`src/rtl/exe_arb_pkg.sv`:
```
// exe_arb_pkg: shared types and constants for the execution-unit arbiter.
//   arb_state_t : sequencer states IDLE / EXEC / RESP
//   STATUS_W    : execution unit status width
//   NREQ        : number of requesters
//   LAT_DEFAULT : default execution unit latency (clock edges)
package exe_arb_pkg;
    typedef enum logic [1:0] {
        IDLE = 2'd0,
        EXEC = 2'd1,
        RESP = 2'd2
    } arb_state_t;

    localparam int STATUS_W    = 4;
    localparam int NREQ        = 2;
    localparam int LAT_DEFAULT = 1;
endpackage

```
`src/rtl/exe_unit_arb_if.sv`:
```
// exe_unit_arb_if: bundles the client request/response handshakes, the
// execution unit command/result bus and the busy flag of exe_unit_arb.
//   slave  : arbiter view (drives o_*, samples i_*)
//   master : client + execution unit view (drives i_*, samples o_*)
// Params: m = operand/result width, n = opcode width.
interface exe_unit_arb_if import exe_arb_pkg::*; #(
    parameter int m = 4,
    parameter int n = 2
);
    logic [NREQ-1:0]     i_req_valid;
    logic [NREQ-1:0]     o_req_ready;
    logic [n-1:0]        i_req_oper0, i_req_oper1;
    logic [m-1:0]        i_req_argA0, i_req_argA1;
    logic [m-1:0]        i_req_argB0, i_req_argB1;
    logic [NREQ-1:0]     o_rsp_valid;
    logic [NREQ-1:0]     i_rsp_ready;
    logic [m-1:0]        o_rsp_result;
    logic [STATUS_W-1:0] o_rsp_status;
    logic [n-1:0]        o_exe_oper;
    logic [m-1:0]        o_exe_argA, o_exe_argB;
    logic [m-1:0]        i_exe_result;
    logic [STATUS_W-1:0] i_exe_status;
    logic                o_busy;

    modport slave (
        input  i_req_valid, i_req_oper0, i_req_oper1,
               i_req_argA0, i_req_argA1, i_req_argB0, i_req_argB1,
               i_rsp_ready, i_exe_result, i_exe_status,
        output o_req_ready, o_rsp_valid, o_rsp_result, o_rsp_status,
               o_exe_oper, o_exe_argA, o_exe_argB, o_busy
    );

    modport master (
        output i_req_valid, i_req_oper0, i_req_oper1,
               i_req_argA0, i_req_argA1, i_req_argB0, i_req_argB1,
               i_rsp_ready, i_exe_result, i_exe_status,
        input  o_req_ready, o_rsp_valid, o_rsp_result, o_rsp_status,
               o_exe_oper, o_exe_argA, o_exe_argB, o_busy
    );
endinterface

```
`src/rtl/rr_arb2.sv`:
```
// rr_arb2: combinational 2-way grant.
//   valid[1:0] : requests
//   ptr        : preferred requester on a tie (only with EXE_ARB_RR_EN)
//   grant[1:0] : one-hot grant, zero when nothing is valid
// Macro EXE_ARB_RR_EN: round-robin tie break via ptr; otherwise requester 0
// wins every tie and the ptr port does not exist.
module rr_arb2 (
    input  logic [1:0] valid,
`ifdef EXE_ARB_RR_EN
    input  logic       ptr,
`endif
    output logic [1:0] grant
);
    always_comb begin
        grant = valid;
`ifdef EXE_ARB_RR_EN
        if (valid == 2'b11) grant = ptr ? 2'b10 : 2'b01;
`else
        if (valid[0]) grant = 2'b01;
`endif
    end
endmodule

```
`src/rtl/exe_unit_arb.sv`:
```
// exe_unit_arb: arbitrates two clients onto one shared execution unit.
// A granted command is held on o_exe_* for LAT+1 cycles; the unit output is
// captured on the last of them and returned to the granted client, which
// holds the sequencer in RESP until it consumes the response.
//   i_clk, i_rsn : clock (rising), async active-low reset
//   bus (slave)  : request/response handshakes, execution unit bus, o_busy
// Macro EXE_ARB_RR_EN: round-robin tie break (default build: requester 0
// has fixed priority).
module exe_unit_arb import exe_arb_pkg::*; #(
    parameter int m   = 4,
    parameter int n   = 2,
    parameter int LAT = LAT_DEFAULT
) (
    input  logic          i_clk,
    input  logic          i_rsn,
    exe_unit_arb_if.slave bus
);
    localparam int CNT_W = (LAT < 1) ? 1 : $clog2(LAT + 1);

    arb_state_t          state_q, state_d;
    logic                g_q, g_d;          // granted requester index
    logic [CNT_W-1:0]    cnt_q, cnt_d;
    logic [n-1:0]        oper_q, oper_d;
    logic [m-1:0]        arga_q, arga_d, argb_q, argb_d;
    logic [m-1:0]        res_q, res_d;
    logic [STATUS_W-1:0] st_q, st_d;
    logic [NREQ-1:0]     gnt;

`ifdef EXE_ARB_RR_EN
    logic ptr_q, ptr_d;
    rr_arb2 u_arb (.valid(bus.i_req_valid), .ptr(ptr_q), .grant(gnt));
`else
    rr_arb2 u_arb (.valid(bus.i_req_valid), .grant(gnt));
`endif

    always_comb begin
        state_d = state_q;
        g_d     = g_q;
        cnt_d   = cnt_q;
        oper_d  = oper_q;
        arga_d  = arga_q;
        argb_d  = argb_q;
        res_d   = res_q;
        st_d    = st_q;
`ifdef EXE_ARB_RR_EN
        ptr_d   = ptr_q;
`endif
        case (state_q)
            IDLE: if (|bus.i_req_valid) begin
                g_d     = gnt[1];
                oper_d  = gnt[1] ? bus.i_req_oper1 : bus.i_req_oper0;
                arga_d  = gnt[1] ? bus.i_req_argA1 : bus.i_req_argA0;
                argb_d  = gnt[1] ? bus.i_req_argB1 : bus.i_req_argB0;
                cnt_d   = '0;
                state_d = EXEC;
            end
            EXEC: begin
                // The unit registers the command LAT times; sample on the
                // cycle after the last of those edges.
                if (cnt_q == CNT_W'(LAT)) begin
                    res_d   = bus.i_exe_result;
                    st_d    = bus.i_exe_status;
                    state_d = RESP;
                end else begin
                    cnt_d = cnt_q + 1'b1;
                end
            end
            RESP: if (bus.i_rsp_ready[g_q]) begin
                state_d = IDLE;
`ifdef EXE_ARB_RR_EN
                ptr_d   = ~g_q;
`endif
            end
            default: state_d = IDLE;
        endcase
    end

    always_ff @(posedge i_clk or negedge i_rsn) begin
        if (!i_rsn) begin
            state_q <= IDLE;
            g_q     <= 1'b0;
            cnt_q   <= '0;
            oper_q  <= '0;
            arga_q  <= '0;
            argb_q  <= '0;
            res_q   <= '0;
            st_q    <= '0;
`ifdef EXE_ARB_RR_EN
            ptr_q   <= 1'b0;
`endif
        end else begin
            state_q <= state_d;
            g_q     <= g_d;
            cnt_q   <= cnt_d;
            oper_q  <= oper_d;
            arga_q  <= arga_d;
            argb_q  <= argb_d;
            res_q   <= res_d;
            st_q    <= st_d;
`ifdef EXE_ARB_RR_EN
            ptr_q   <= ptr_d;
`endif
        end
    end

    assign bus.o_req_ready  = (state_q == IDLE) ? gnt : '0;
    assign bus.o_rsp_valid  = (state_q == RESP) ? {g_q, ~g_q} : '0;
    assign bus.o_rsp_result = res_q;
    assign bus.o_rsp_status = st_q;
    assign bus.o_exe_oper   = oper_q;
    assign bus.o_exe_argA   = arga_q;
    assign bus.o_exe_argB   = argb_q;
    assign bus.o_busy       = (state_q != IDLE);
endmodule

```
`src/flat_wrapper.sv`:
```
// flat-port wrapper written by rule: the top's interface ports become plain ports
module exe_unit_arb_flat import exe_arb_pkg::*;
#(
    parameter int m   = 4,
    parameter int n   = 2,
    parameter int LAT = LAT_DEFAULT
)
  (i_clk, i_rsn, bus_i_req_valid, bus_i_req_oper0, bus_i_req_oper1, bus_i_req_argA0, bus_i_req_argA1, bus_i_req_argB0, bus_i_req_argB1, bus_i_rsp_ready, bus_i_exe_result, bus_i_exe_status, bus_o_req_ready, bus_o_rsp_valid, bus_o_rsp_result, bus_o_rsp_status, bus_o_exe_oper, bus_o_exe_argA, bus_o_exe_argB, bus_o_busy);
  exe_unit_arb_if #(.m(m), .n(n)) bus_i ();
  input  logic i_clk;
  input  logic i_rsn;
  input wire logic [$bits(bus_i.i_req_valid)-1:0] bus_i_req_valid;
  input wire logic [$bits(bus_i.i_req_oper0)-1:0] bus_i_req_oper0;
  input wire logic [$bits(bus_i.i_req_oper1)-1:0] bus_i_req_oper1;
  input wire logic [$bits(bus_i.i_req_argA0)-1:0] bus_i_req_argA0;
  input wire logic [$bits(bus_i.i_req_argA1)-1:0] bus_i_req_argA1;
  input wire logic [$bits(bus_i.i_req_argB0)-1:0] bus_i_req_argB0;
  input wire logic [$bits(bus_i.i_req_argB1)-1:0] bus_i_req_argB1;
  input wire logic [$bits(bus_i.i_rsp_ready)-1:0] bus_i_rsp_ready;
  input wire logic [$bits(bus_i.i_exe_result)-1:0] bus_i_exe_result;
  input wire logic [$bits(bus_i.i_exe_status)-1:0] bus_i_exe_status;
  output wire logic [$bits(bus_i.o_req_ready)-1:0] bus_o_req_ready;
  output wire logic [$bits(bus_i.o_rsp_valid)-1:0] bus_o_rsp_valid;
  output wire logic [$bits(bus_i.o_rsp_result)-1:0] bus_o_rsp_result;
  output wire logic [$bits(bus_i.o_rsp_status)-1:0] bus_o_rsp_status;
  output wire logic [$bits(bus_i.o_exe_oper)-1:0] bus_o_exe_oper;
  output wire logic [$bits(bus_i.o_exe_argA)-1:0] bus_o_exe_argA;
  output wire logic [$bits(bus_i.o_exe_argB)-1:0] bus_o_exe_argB;
  output wire logic [$bits(bus_i.o_busy)-1:0] bus_o_busy;
  assign bus_i.i_req_valid = bus_i_req_valid;
  assign bus_i.i_req_oper0 = bus_i_req_oper0;
  assign bus_i.i_req_oper1 = bus_i_req_oper1;
  assign bus_i.i_req_argA0 = bus_i_req_argA0;
  assign bus_i.i_req_argA1 = bus_i_req_argA1;
  assign bus_i.i_req_argB0 = bus_i_req_argB0;
  assign bus_i.i_req_argB1 = bus_i_req_argB1;
  assign bus_i.i_rsp_ready = bus_i_rsp_ready;
  assign bus_i.i_exe_result = bus_i_exe_result;
  assign bus_i.i_exe_status = bus_i_exe_status;
  assign bus_o_req_ready = bus_i.o_req_ready;
  assign bus_o_rsp_valid = bus_i.o_rsp_valid;
  assign bus_o_rsp_result = bus_i.o_rsp_result;
  assign bus_o_rsp_status = bus_i.o_rsp_status;
  assign bus_o_exe_oper = bus_i.o_exe_oper;
  assign bus_o_exe_argA = bus_i.o_exe_argA;
  assign bus_o_exe_argB = bus_i.o_exe_argB;
  assign bus_o_busy = bus_i.o_busy;
  exe_unit_arb #(.m(m), .n(n), .LAT(LAT)) u_core (.i_clk(i_clk), .i_rsn(i_rsn), .bus(bus_i));
endmodule
```
`config.mk`:
```
export PLATFORM = sky130hd
export DESIGN_NAME = exe_unit_arb_flat
export DESIGN_NICKNAME = d
export VERILOG_FILES = /design/src/rtl/exe_arb_pkg.sv /design/src/rtl/exe_unit_arb_if.sv /design/src/rtl/rr_arb2.sv /design/src/rtl/exe_unit_arb.sv /design/src/flat_wrapper.sv
export SDC_FILE = /design/constraint.sdc
export NUM_CORES = 1
export LEC_CHECK = 0
export CORE_ASPECT_RATIO = 1.4
export CORE_UTILIZATION = 40
export CTS_CLUSTER_SIZE = 30
export DETAILED_ROUTE_END_ITERATION = 10
export DONT_BUFFER_PORTS = 1
export GPL_TIMING_DRIVEN = 1
export PLACE_DENSITY = 0.52
export SLEW_MARGIN = 20
export SYNTH_ARGS = -nofsm -noshare
export SYNTH_HDL_FRONTEND = slang
export SYNTH_HIERARCHICAL = 1
export SYNTH_SLANG_ARGS = --single-unit
```
`constraint.sdc`:
```
create_clock -name i_clk -period 1.33 [get_ports i_clk]
set_clock_uncertainty 0.2 [all_clocks]
set_input_delay 0.1995 -clock i_clk [delete_from_list [all_inputs] [get_ports i_clk]]
set_output_delay 0.1995 -clock i_clk [all_outputs]
set_load 0.03 [all_outputs]
```
Word level (Yosys, flattened, before mapping)
Index checks and enable logic that the tools add are counted.
- register bits: 22
- output and inout bits: 23
- word-level logic and storage cells: 39
- add/sub/neg operators: 1
- magnitude comparators: 1
- equality and inequality tests: 5
- multiplexer cells: 15
- bitwise logic cells: 1
- reduce and logical (&&, ||, !) cells: 8
- operators with widths (operator ; number):
    $mux 2 ; 7
    $mux 4 ; 2
    $ne 2x1->1 const B ; 3
    $pmux 2 s3 ; 1
    $reduce_and 2->1 ; 3
    $mux 1 ; 4
    $reduce_bool 2->1 ; 2
    $reduce_and 3->1 ; 1
    $eq 2x1->1 const B ; 1
    $eq 2x2->1 const B ; 1
    $logic_not 2->1 ; 1
    $lt 1x2->1 const B ; 1
    $pmux 1 s2 ; 1
    $reduce_or 2->1 ; 1
    $add 1x1->1 const B ; 1
    $not 1->1 ; 1

Depth between registers and ports, before layout
Gate-level depths: netlist (run 1).
- depth after elaboration: 4
- depth in mapped cells: 4

By module
The synthesis (run 1) kept the hierarchy.
- by module, submodules not included (module ; times used ; cells an instance ; area an instance (um^2) ; seq. area each (um^2)):
    exe_unit_arb ; 1 ; 68 ; 1033.5 ; 550.5
    rr_arb2 ; 1 ; 2 ; 21.3 ; 0.0

Worst setup path after synthesis (run 1)
OpenSTA, ideal clock, no wires.
- path type: register -> output
- from: reg u_core.state_q[0]
- to: out bus_o_rsp_valid[0]
- arrival time: 1161 ps
- data required time: 931 ps
- slack: -230 ps
- cell stages (with the launch flop): 2
- path buffers: 0
- cells stage by stage: dfrtp_1 -> nor3b_1
- longest elaborated chain between the ends: 2
- RTL lines (what ; line ; text):
    start: declaration ; exe_unit_arb.sv:20 ; arb_state_t state_q, state_d;
    start signal: assignment ; exe_unit_arb.sv:92 ; state_q <= state_d;
    $eq 2x2->1 ; exe_unit_arb.sv:107 ; assign bus.o_rsp_valid = (state_q == RESP) ? {g_q, ~g_q} : '0;
    $mux 2 ; exe_unit_arb.sv:107 ;
    end: declaration ; flat_wrapper.sv:23 ; output wire logic [$bits(bus_i.o_rsp_valid)-1:0] bus_o_rsp_valid;
No other way between the ends.

Worst setup path after layout (run 1)
- from: reg u_core.state_q[0]
- to: out bus_o_rsp_valid[1]
Same word-level chain as after synthesis.

==> impl_metrics.csv, run 1 <==
group,metric,value,unit
synth,synth_cells,70,
setup_path,crit_family,"flip-flops",
synth,synth_area_leaders,"dfrtp_1 (52%), mux2_2 (22%), mux2_4 (11%), clkbuf_8 (1.3%), nor2b_4 (1.3%)",
final_layout,nets,175,
grt,grt_use_total,17.6,%
setup_path,crit_path_end_kind,"output pin",
clock_network,clock_path_buffers,2,
clock_network,cts_sinks,22,
die,io-pin-count,57,
final_layout,syn2layout_area_growth,74.7,%
die,core-area,0.00244,mm²
power_and_ir_drop,finalPower,4540,µW
setup_path,slowest_delay,0.45,ns
setup_path,timing.critical_path.buf_inv,2,
grt,overflow,0,
synth,synth_top_area_share,52.2,%
synth,synth_warnings,6,
place,port_buffers,0,
drt,vias_per_cell,4.84,
drt,wire_per_inst,14.9,µm
synth,ys.flop_type,"dfrtp_1",
sta,hold_violations,6,
place,dp_hpwl,1.34,mm
power_and_ir_drop,p_per_area,2460,mW/mm²
power_and_ir_drop,vdd_drop_max,1490,µV
drt,vias,843,
synth,syn_area,0.00105,mm²
drt,drt_iter0_drc,14,
die,die-height,62.8,µm
clock_network,cts_tree,"built",
drt,wirelength,2.60,mm
clock_network,clkTransAtPathRegs,0.13,ns
place,dp_worst_setup_slack,-0.255,ns
die,initial_core_util,43.2,%
setup_path,required,0.93,ns
setup_path,crit_path_start_kind,"register",
clock_network,cts-htree-levels,1,
drt,ant_nets,0,
sta,worst_slack,-0.310,ns
final_layout,antenna_cells,0,
sta,rsz0062_at_grt,"yes",
synth,synth_top_area_cell,"dfrtp_1",
synth,async_reset_ff_share,100,%
clock_network,clk_latency,0.31,ns
sta,relSlewSlack,67.3,%
clock_network,cts_made_buffers,3,
final_layout,n_fill_cell,171,
die,chipWidth,45.4,µm
synth,yosysMostFrequentCell,"dfrtp_1",
setup_path,arrival,1.24,ns
clock_network,cts_root_buffer,"clkbuf_4",
synth,yosys-top-cells-count,"dfrtp_1 (22), mux2_2 (21), mux2_4 (8)",
worst_hold_path,hold_class,"in -> reg",
grt,grt_pass1_vias,841,
sta,holdWs,-0.117,ns
synth,synth_seq_cells,22,
place,routabilityCongestion,0.704,
die,die_area,0.00285,mm²
grt,grt_pass1_wl,3.67,mm
final_layout,drive_gt1_share,55.7,%
grt,antenna_found_initial,0,
power_and_ir_drop,p_leak,0.000884,µW
grt,grt_max_degree,23,
outcome,violations,"hold timing, setup timing",
sta,tightest_slew,0.490,ns
drt,dr.pass1.iters,3,
sta,fmax,610,MHz
outcome,status,"finished, violations left",
sta,final.period_utilization,123,%
synth,syn_area_per_cell,15.1,µm²
setup_path,slowest_stage,"dfrtp_1",
flow_run,cap_violations,0,
synth,synth-edff-count,0,
setup_path,cp_cell_sequence,"buf_6, and3b_1, buf_6",
die,num_rows,21,
drt,drcViolationCount,0,
synth,ys_types,21,
final_layout,post-route-util,75.4,%
sta,period_minus_slack,1.64,ns
sta,setup_violations,24,
setup_path,crit_top_cell,"buf_6",
final_layout,fin_cells,174,
setup_path,crit_type,"reg -> out",
synth,syn-num-nets,104,
place,dp_cells,126,
synth,yosysSeqAreaShare,52.2,%
sta,slew_violations,0,
setup_path,path_max_fanout,4,
[per-layer routing]
metal | up-vias | track usage, % | wire [µm]
met5 | - | 0 | 0
met2 | 36 | 31.1 | 1450
li1 | 388 | - | -
met1 | 415 | 20.8 | 993
met3 | 4 | 2.31 | 123
met4 | 0 | 5.68 | 33
[placed cells by master (no fill, tap or decap), types with 2 or more instances in the layout]
master         Yosys  final
nand2_4            0      2
dfrtp_1           22     22
clkbuf_4           0      3
mux2_4             8     17
mux2_2            21     12
buf_4              1     21
o21ai_0            2      2
buf_6              1     13
o21ai_4            0      2
dlygate4sd3_1      0     31
[logic make-up (layout without fill, tap and decap cells)]
group | Yosys count | count (layout) | share of synthesized area, %
simple gates | 10 | 11 | 7.12
mux | 30 | 30 | 34.8
buf+inv | 4 | 72 | 3.44
compound gates | 4 | 5 | 2.49
flops | 22 | 22 | 52.2
[layout make-up]
type	count	area (µm²)	share of cell area (%)
Tap cell	34	42.5	2.31
Sequential cell	22	551	29.9
Inverter	1	3.75	0.204
Clock buffer	3	22.5	1.22
Clock inverter	1	30.0	1.63
Multi-Input combinational cell	46	554	30.1
Timing Repair Buffer	67	639	34.7
[report_power, final]
part,internal (µW),switching (µW),leakage (µW)
combinational,1470,1280,0.000597
sequential,1010,266,0.000259
clock,305,205,0.0000279
[timing repair]
action	4_1_cts	5_1_grt
setup buffers	1	9
endpoints found under the hold margin	41	31
setup endpoints to repair	26	38
cloned	1	1
hold buffers	31	1
pin swaps	3	3
gates resized for setup	5	15
[path summary, 6_finish.rpt]
check	start	endpoint	cells past startpoint	slack, ns
worst min-delay path	bus_i_req_valid[0]	u_core/state_q[0]$_DFFE_PN0P_	2	-0.12
min in group asynchronous	i_rsn	u_core/bus.o_rsp_status[3]$_DFFE_PN0P_	2	0.17
worst max-delay path	u_core/state_q[0]$_DFFE_PN0P_	bus_o_rsp_valid[1]	3	-0.31
max in group asynchronous	i_rsn	u_core/cnt_q$_DFFE_PN0P_	2	0.42
worst min register to register	u_core/bus.o_rsp_status[2]$_DFFE_PN0P_	u_core/bus.o_rsp_status[2]$_DFFE_PN0P_	1	0.33
worst max register to register	u_core/state_q[0]$_DFFE_PN0P_	u_core/bus.o_exe_oper[1]$_DFFE_PN0P_	4	-0.15
[registers in the layout, summed over array words and instances (netlist names)]
name,cells
u_core/bus.o_exe_argA,4
u_core/bus.o_exe_argB,4
u_core/bus.o_exe_oper,2
u_core/bus.o_rsp_result,4
u_core/bus.o_rsp_status,4
u_core/cnt_q,1
u_core/g_q,1
u_core/state_q,2
[stage by stage]
step	cell area (µm²)	TNS (ns)
final	1840	-3.68
after global routing	1840	-4.98
after CTS	1700	-5.26
after detailed placement	1310	-3.25
after global placement	1310	-3.03
after floorplan	1090	-1.14
Note: power is estimated with default switching activity, not from simulation.
==> inputs of run 2 (changes only) <==
--- a/config.mk
+++ b/config.mk
@@ -5,13 +5,15 @@
 export SDC_FILE = /design/constraint.sdc
 export NUM_CORES = 1
 export LEC_CHECK = 0
+export CELL_PAD_IN_SITES_DETAIL_PLACEMENT = 1
+export CELL_PAD_IN_SITES_GLOBAL_PLACEMENT = 1
 export CORE_ASPECT_RATIO = 1.4
 export CORE_UTILIZATION = 40
 export CTS_CLUSTER_SIZE = 30
 export DETAILED_ROUTE_END_ITERATION = 10
 export DONT_BUFFER_PORTS = 1
 export GPL_TIMING_DRIVEN = 1
-export PLACE_DENSITY = 0.52
+export PLACE_DENSITY = 0.66
 export SLEW_MARGIN = 20
 export SYNTH_ARGS = -nofsm -noshare
 export SYNTH_HDL_FRONTEND = slang
==> run 2 against run 1 <==
  * The run now fails in global routing
  * Synthesized cell count unchanged
  * Area after synthesis unchanged
==> impl_metrics.csv, run 2 <==
group,metric,value,unit
outcome,status,"stopped before the end",
outcome,haltStage,"global routing",
outcome,error,"[ERROR DPL-0033] detailed placement checks failed during check placement.",
place,port_buffers,0,
synth,synth-edff-count,0,
clock_network,cts_made_buffers,3,
die,chipWidth,45.4,µm
place,placed_cell_area,0.00131,mm²
die,num_rows,21,
synth,syn_area,0.00105,mm²
place,routabilityCongestion,0.692,
die,die-height,62.8,µm
sta,grt_worst_setup_endpoint,"bus_o_req_ready[0]",
synth,async_reset_ff_share,100,%
clock_network,clock_path_buffers,2,
grt,antenna_found_initial,1,
synth,ys.flop_type,"dfrtp_1",
synth,syn_area_per_cell,15.1,µm²
clock_network,cts_sinks,22,
die,io-pin-count,57,
synth,yosysSeqAreaShare,52.2,%
grt,grt_max_degree,23,
synth,synth_seq_cells,22,
synth,synth_area_leaders,"dfrtp_1 (52%), mux2_2 (22%), mux2_4 (11%), clkbuf_8 (1.3%), nor2b_4 (1.3%)",
synth,synth_cells,70,
synth,yosysMostFrequentCell,"dfrtp_1",
synth,yosys-top-cells-count,"dfrtp_1 (22), mux2_2 (21), mux2_4 (8)",
sta,worst_path_end_type,"output port",
clock_network,cts_root_buffer,"clkbuf_4",
synth,synth_warnings,6,
synth,ys_types,21,
synth,synth_top_area_cell,"dfrtp_1",
synth,synth_top_area_share,52.2,%
die,initial_core_util,43.2,%
synth,syn-num-nets,104,
clock_network,cts-htree-levels,1,
place,dp_hpwl,1.55,mm
## run 2: logic make-up after synthesis
| logic type | Yosys count | share of synthesized area, % |
|---|---|---|
| compound gates | 4 | 2.49 |
| buf+inv | 4 | 3.44 |
| flops | 22 | 52.2 |
| mux | 30 | 34.8 |
| simple gates | 10 | 7.12 |
## run 2: stage by stage
stage	hold slack, ns	cells	TNS, ns	setup WS, ns
after detailed placement	-0.296	127	-3.66	-0.277
after floorplan	-0.296	70	-1.14	-0.0891
after global placement	-0.296	127	-2.78	-0.227
after CTS	-0.0357	167	-4.01	-0.336
## run 2: what timing repair did
item,CTS
endpoints found under the setup margin,26
cloned,1
resized for setup,8
pin swaps,2
hold endpoints to repair,44
hold buffers,32
setup buffers,3
==> inputs of run 3 (changes only) <==
--- a/config.mk
+++ b/config.mk
@@ -5,15 +5,11 @@
 export SDC_FILE = /design/constraint.sdc
 export NUM_CORES = 1
 export LEC_CHECK = 0
-export CELL_PAD_IN_SITES_DETAIL_PLACEMENT = 1
-export CELL_PAD_IN_SITES_GLOBAL_PLACEMENT = 1
-export CORE_ASPECT_RATIO = 1.4
-export CORE_UTILIZATION = 40
-export CTS_CLUSTER_SIZE = 30
+export CORE_UTILIZATION = 25
 export DETAILED_ROUTE_END_ITERATION = 10
 export DONT_BUFFER_PORTS = 1
 export GPL_TIMING_DRIVEN = 1
-export PLACE_DENSITY = 0.66
+export PLACE_DENSITY_LB_ADDON = 0.15
 export SLEW_MARGIN = 20
 export SYNTH_ARGS = -nofsm -noshare
 export SYNTH_HDL_FRONTEND = slang
==> constraint.sdc (replaced) <==
create_clock -name i_clk -period 1.75 [get_ports i_clk]
set_clock_uncertainty 0.2 [all_clocks]
set_input_delay 0.2625 -clock i_clk [delete_from_list [all_inputs] [get_ports i_clk]]
set_output_delay 0.2625 -clock i_clk [all_outputs]
set_load 0.03 [all_outputs]
==> run 3 against run 2 <==
  * The flow now finishes without violations
==> impl_metrics.csv, run 3 (synthesis gave the netlist of run 1 again) <==
group,metric,value,unit
sta,slew_violations,0,
drt,wire_per_inst,14.1,µm
clock_network,cts_tree,"built",
die,initial_core_util,26.2,%
power_and_ir_drop,p_int,1410,µW
clock_network,clk_latency,0.26,ns
setup_path,timing.critical_path.buf_inv,0,
sta,final.period_utilization,94.1,%
clock_network,clock_path_buffers,2,
drt,dr.pass1.iters,2,
power_and_ir_drop,combinationalPowerShare,30.1,%
sta,period_minus_slack,1.65,ns
grt,grt_pass1_vias,593,
clock_network,cts_root_buffer,"clkbuf_8",
place,routabilityCongestion,0.568,
power_and_ir_drop,p_per_area,1980,mW/mm²
final_layout,nets,119,
setup_path,required,1.29,ns
die,chipWidth,67.0,µm
setup_path,cp_cell_sequence,"nor2_2, and2_2",
flow_run,cap_violations,0,
outcome,status,"complete, no violations",
sta,setup_violations,0,
die,die-height,67.0,µm
place,port_buffers,0,
power_and_ir_drop,seq_power_share,55.7,%
setup_path,crit_family,"simple AND/OR/NAND/NOR gates",
setup_path,arrival,1.18,ns
setup_path,crit_path_start_kind,"register",
setup_path,crit_type,"reg -> out",
setup_path,path_max_fanout,6,
power_and_ir_drop,vdd_drop_max,711,µV
clock_network,cts-htree-levels,1,
die,core-area,0.00403,mm²
sta,fmax,607,MHz
sta,tightest_slew,0.823,ns
grt,grt_max_degree,23,
power_and_ir_drop,p_switching,1100,µW
clock_network,clkTransAtPathRegs,0.08,ns
final_layout,final_area,0.00127,mm²
power_and_ir_drop,clock_power_share,14.3,%
final_layout,antenna_cells,0,
sta,hold_violations,0,
drt,ant_nets,0,
setup_path,slowest_delay,0.45,ns
worst_hold_path,hold_class,"in -> reg",
grt,antenna_found_initial,0,
final_layout,syn2layout_area_growth,20.4,%
die,io-pin-count,57,
die,num_rows,23,
final_layout,n_fill_cell,429,
power_and_ir_drop,switching_share,43.8,%
clock_network,post-cts-setup-buffers,0,
setup_path,crit_path_end_kind,"output pin",
final_layout,drive_gt1_share,50.0,%
final_layout,final_cell_mix,"dfrtp_1 (22), mux2_2 (21), dlygate4sd3_1 (10), mux2_4 (8), clkbuf_8 (4)",
sta,relSlewSlack,45.1,%
sta,rsz0062_at_grt,"no",
sta,finalSetupTns,0,ns
drt,drt_iter0_drc,11,
clock_network,cts_made_buffers,3,
place,placed_cell_area,0.00109,mm²
power_and_ir_drop,finalPower,2510,µW
setup_path,slowest_stage,"dfrtp_1",
drt,vias_per_cell,4.61,
grt,grt_use_total,9.39,%
place,dp_hpwl,1.31,mm
clock_network,cts_sinks,22,
die,die_area,0.00448,mm²
final_layout,mostFrequentLayoutCell,"dfrtp_1",
drt,vias,618,
grt,grt_pass1_wl,2.98,mm
power_and_ir_drop,p_leak,0.000563,µW
drt,drcViolationCount,0,
drt,wirelength,1.88,mm
grt,overflow,0,
sta,holdWs,0.0751,ns
-- run 3: cell type report --
type	count	area [µm²]	share of cell area (%)
clock buffer	4	55.1	4.33
inverter	1	3.75	0.296
multi-input combinational	44	473	37.2
sequential	22	551	43.3
tap	50	62.6	4.93
timing repair buffer	13	125	9.85
-- run 3: power by group through the flow --
stage | Sequential (µW) | Combinational, µW | Clock, µW
after floorplan | 1350 | 667 | 0
after detailed placement | 1410 | 726 | 0
after global routing | 1440 | 833 | 404
final | 1400 | 755 | 359
after CTS | 1400 | 756 | 385
after global placement | 1410 | 708 | 0
-- run 3: metrics by stage --
step / setup slack [ns] / std cells / utilization (%)
floorplan: 0.127 / 70 / -
global placement: 0.110 / 118 / 27.1
detailed placement: 0.0658 / 118 / 27.1
CTS: 0.0297 / 133 / 31.2
global route: 0.00582 / 134 / 31.5
finish: 0.103 / 134 / 31.5
-- run 3: what timing repair did --
| item | CTS | global route |
|---|---|---|
| endpoints found under the setup margin | 0 | 2 |
| endpoints found under the hold margin | 31 | 22 |
| gates resized for setup | 0 | 4 |
| hold buffers | 11 | 1 |
-- run 3: path summary, 6_finish.rpt --
kind                                               startpoint                                endpoint  slack, ns  cells after the start
worst min-delay path                       bus_i_req_argA0[0]    u_core/bus.o_exe_argA[0]$_DFFE_PN0P_       0.08                      2
worst min register to register       u_core/cnt_q$_DFFE_PN0P_           u_core/state_q[0]$_DFFE_PN0P_       0.29                      1
min in group asynchronous                               i_rsn    u_core/bus.o_exe_argA[1]$_DFFE_PN0P_       0.30                      2
worst max register to register  u_core/state_q[0]$_DFFE_PN0P_    u_core/bus.o_exe_oper[0]$_DFFE_PN0P_       0.14                      3
worst max-delay path            u_core/state_q[0]$_DFFE_PN0P_                      bus_o_req_ready[0]       0.10                      2
max in group asynchronous                               i_rsn  u_core/bus.o_rsp_status[0]$_DFFE_PN0P_       0.71                      2
-- run 3: per-layer routing --
metal / global-route usage (%) / wire, µm
met1: 9.84 / 708
met2: 16.0 / 1010
met3: 5.31 / 149
met4: 2.39 / 18
met5: 0 / 0
-- run 3: worst register-to-register path, stage by stage, from the launching register on --
cell	delay (ns)
dfrtp_1	0.45
nor2_2	0.21
o21ai_2	0.27
mux2_4	0.38
==> inputs of run 4 (changes only) <==
--- a/config.mk
+++ b/config.mk
@@ -8,7 +8,7 @@
 export CORE_UTILIZATION = 25
 export DETAILED_ROUTE_END_ITERATION = 10
 export DONT_BUFFER_PORTS = 1
-export GPL_TIMING_DRIVEN = 1
+export GPL_TIMING_DRIVEN = 0
 export PLACE_DENSITY_LB_ADDON = 0.15
 export SLEW_MARGIN = 20
 export SYNTH_ARGS = -nofsm -noshare
==> run 4 against run 3 <==
  * Combinational power is 2% higher
  * Hold slack better by 0.0024 ns
  * Count of clock-buffer cells in the layout decreased by 1
  * Global-route usage rose by 0.41 points
  * Clock power up 32%
  * Sequential cell count did not move
  * Cell area is 3.2% higher
  * Cell count rose by 1.5%
  * Total power grew 5.0%
  * Largest cell class unchanged
==> impl_metrics.csv, run 4 (synthesis gave the netlist of run 1 again) <==
group,metric,value,unit
grt,grt_pass1_vias,647,
die,initial_core_util,26.2,%
setup_path,slowest_delay,0.50,ns
die,die-height,67.0,µm
power_and_ir_drop,vdd_drop_max,693,µV
final_layout,fin_cells,136,
grt,overflow,0,
setup_path,path_max_fanout,6,
final_layout,post-route-util,32.5,%
sta,final.period_utilization,95.7,%
grt,busiest_layer,"met2",
die,chipWidth,67.0,µm
final_layout,mostFrequentLayoutCell,"dfrtp_1",
flow_run,cap_violations,0,
grt,antenna_found_initial,0,
die,core-area,0.00403,mm²
final_layout,n_fill_cell,413,
die,die_area,0.00448,mm²
setup_path,crit_start,"u_core/state_q[0]$_DFFE_PN0P_",
setup_path,crit_type,"reg -> out",
die,io-pin-count,57,
grt,grt_use_met2,16.9,%
drt,drt_iter0_drc,18,
worst_hold_path,hold_class,"in -> reg",
setup_path,arrival,1.21,ns
clock_network,cts_root_buffer,"clkbuf_8",
final_layout,drive_gt1_share,51.2,%
worst_hold_path,min_from,"bus_i_req_oper0[0]",
setup_path,r2r_start,"u_core/g_q$_DFFE_PN0P_",
power_and_ir_drop,p_per_area,2010,mW/mm²
final_layout,multiInputGateArea,474,µm²
sta,hold_violations,0,
place,dp_cells,120,
setup_path,crit_path_end_kind,"output pin",
setup_path,required,1.29,ns
clock_network,post-cts-setup-buffers,0,
drt,wire_per_inst,14.5,µm
clock_network,cts_made_buffers,3,
drt,wirelength,1.97,mm
sta,slew_violations,0,
sta,setup_violations,0,
clock_network,cts_sinks,22,
sta,rsz0062_at_grt,"yes",
final_layout,antenna_cells,0,
setup_path,slowest_stage,"nor3b_2",
place,dp_hpwl,1.35,mm
setup_path,crit_path_start_kind,"register",
sta,period_minus_slack,1.67,ns
drt,vias_per_cell,4.51,
drt,drcViolationCount,0,
outcome,status,"complete, no violations",
final_layout,final_cell_mix,"dfrtp_1 (22), mux2_2 (21), dlygate4sd3_1 (11), mux2_4 (8), clkbuf_8 (4)",
sta,tightest_slew,0.531,ns
drt,vias,613,
final_layout,seqCellArea,551,µm²
grt,gr-usage-met3,4.79,%
clock_network,clock_path_buffers,2,
grt,grt_use_total,9.80,%
sta,fmax,597,MHz
drt,dr.pass1.iters,3,
drt,ant_nets,0,
clock_network,cts-htree-levels,1,
grt,grt_max_degree,23,
setup_path,cp_cell_sequence,"nor3b_2",
sta,relSlewSlack,64.5,%
clock_network,clkTransAtPathRegs,0.08,ns
power_and_ir_drop,finalPower,2640,µW
clock_network,clk_latency,0.26,ns
die,num_rows,23,
place,routabilityCongestion,0.573,
final_layout,syn2layout_area_growth,24.2,%
setup_path,crit_family,"simple AND/OR/NAND/NOR gates",
final_layout,nets,121,
grt,grtUsageMet1,10.2,%
clock_network,cts_tree,"built",
sta,finalSetupTns,0,ns
grt,grt_pass1_wl,3.12,mm
power_and_ir_drop,p_leak,0.000574,µW
setup_path,timing.critical_path.buf_inv,0,
place,port_buffers,0,
-- run 4: changes by cell type in the layout (fill, tap and decap cells not counted) --
| cell | before | now |
|---|---|---|
| dlymetal6s4s_1 | 1 | 0 |
| dlygate4sd3_1 | 10 | 11 |
| bufinv_16 | 0 | 1 |
| o21ai_0 | 1 | 2 |
| nor3b_1 | 1 | 0 |
| nor3b_2 | 0 | 1 |
| buf_6 | 0 | 1 |
| o21ai_2 | 2 | 1 |
-- run 4: metrics by stage --
stage,worst slack (ns),area (µm²),hold WS (ns)
6_report,0.0751,1310,0.0776
5_1_grt,-0.00390,1310,0.0652
4_1_cts,0.00333,1300,0.0629
3_5_place_dp,0.0577,1120,-0.232
3_3_place_gp,0.0624,1120,-0.232
2_1_floorplan,0.127,1050,-0.233
-- run 4: final timing paths --
| path | to | slack, ns | cells past startpoint |
|---|---|---|---|
| worst max-delay path | bus_o_rsp_valid[0] | 0.08 | 1 |
| worst min-delay path | u_core/bus.o_exe_oper[0]$_DFFE_PN0P_ | 0.08 | 2 |
| worst max register to register | u_core/state_q[1]$_DFFE_PN0P_ | 0.15 | 4 |
| worst min register to register | u_core/state_q[0]$_DFFE_PN0P_ | 0.31 | 1 |
| max in group asynchronous | u_core/bus.o_exe_argB[0]$_DFFE_PN0P_ | 0.73 | 2 |
| min in group asynchronous | u_core/bus.o_rsp_result[1]$_DFFE_PN0P_ | 0.28 | 2 |
-- run 4: final cells by class --
class,count,area share (%)
Sequential cell,22,42.0
Tap cell,50,4.78
Inverter,1,0.287
Multi-Input combinational cell,44,36.2
Timing Repair Buffer,12,8.79
Clock inverter,1,2.29
Clock buffer,3,3.15
Buffer,3,2.48
-- run 4: per-layer routing --
metal | share of wire (%) | vias up
li1 | - | 274
met1 | 40 | 304
met2 | 51 | 33
met3 | 7.5 | 2
met4 | 0.92 | 0
met5 | 0 | -
-- run 4: what timing repair did --
action                                  CTS  global route
gates resized for setup                   1             1
endpoints found under the setup margin    1             2
hold endpoints to repair                 31            22
hold buffers                             11             1
-- run 4: report_power, final --
part | switching (µW) | internal [µW] | total [µW]
Combinational | 312 | 457 | 769
Sequential | 630 | 763 | 1390
Clock | 169 | 305 | 474
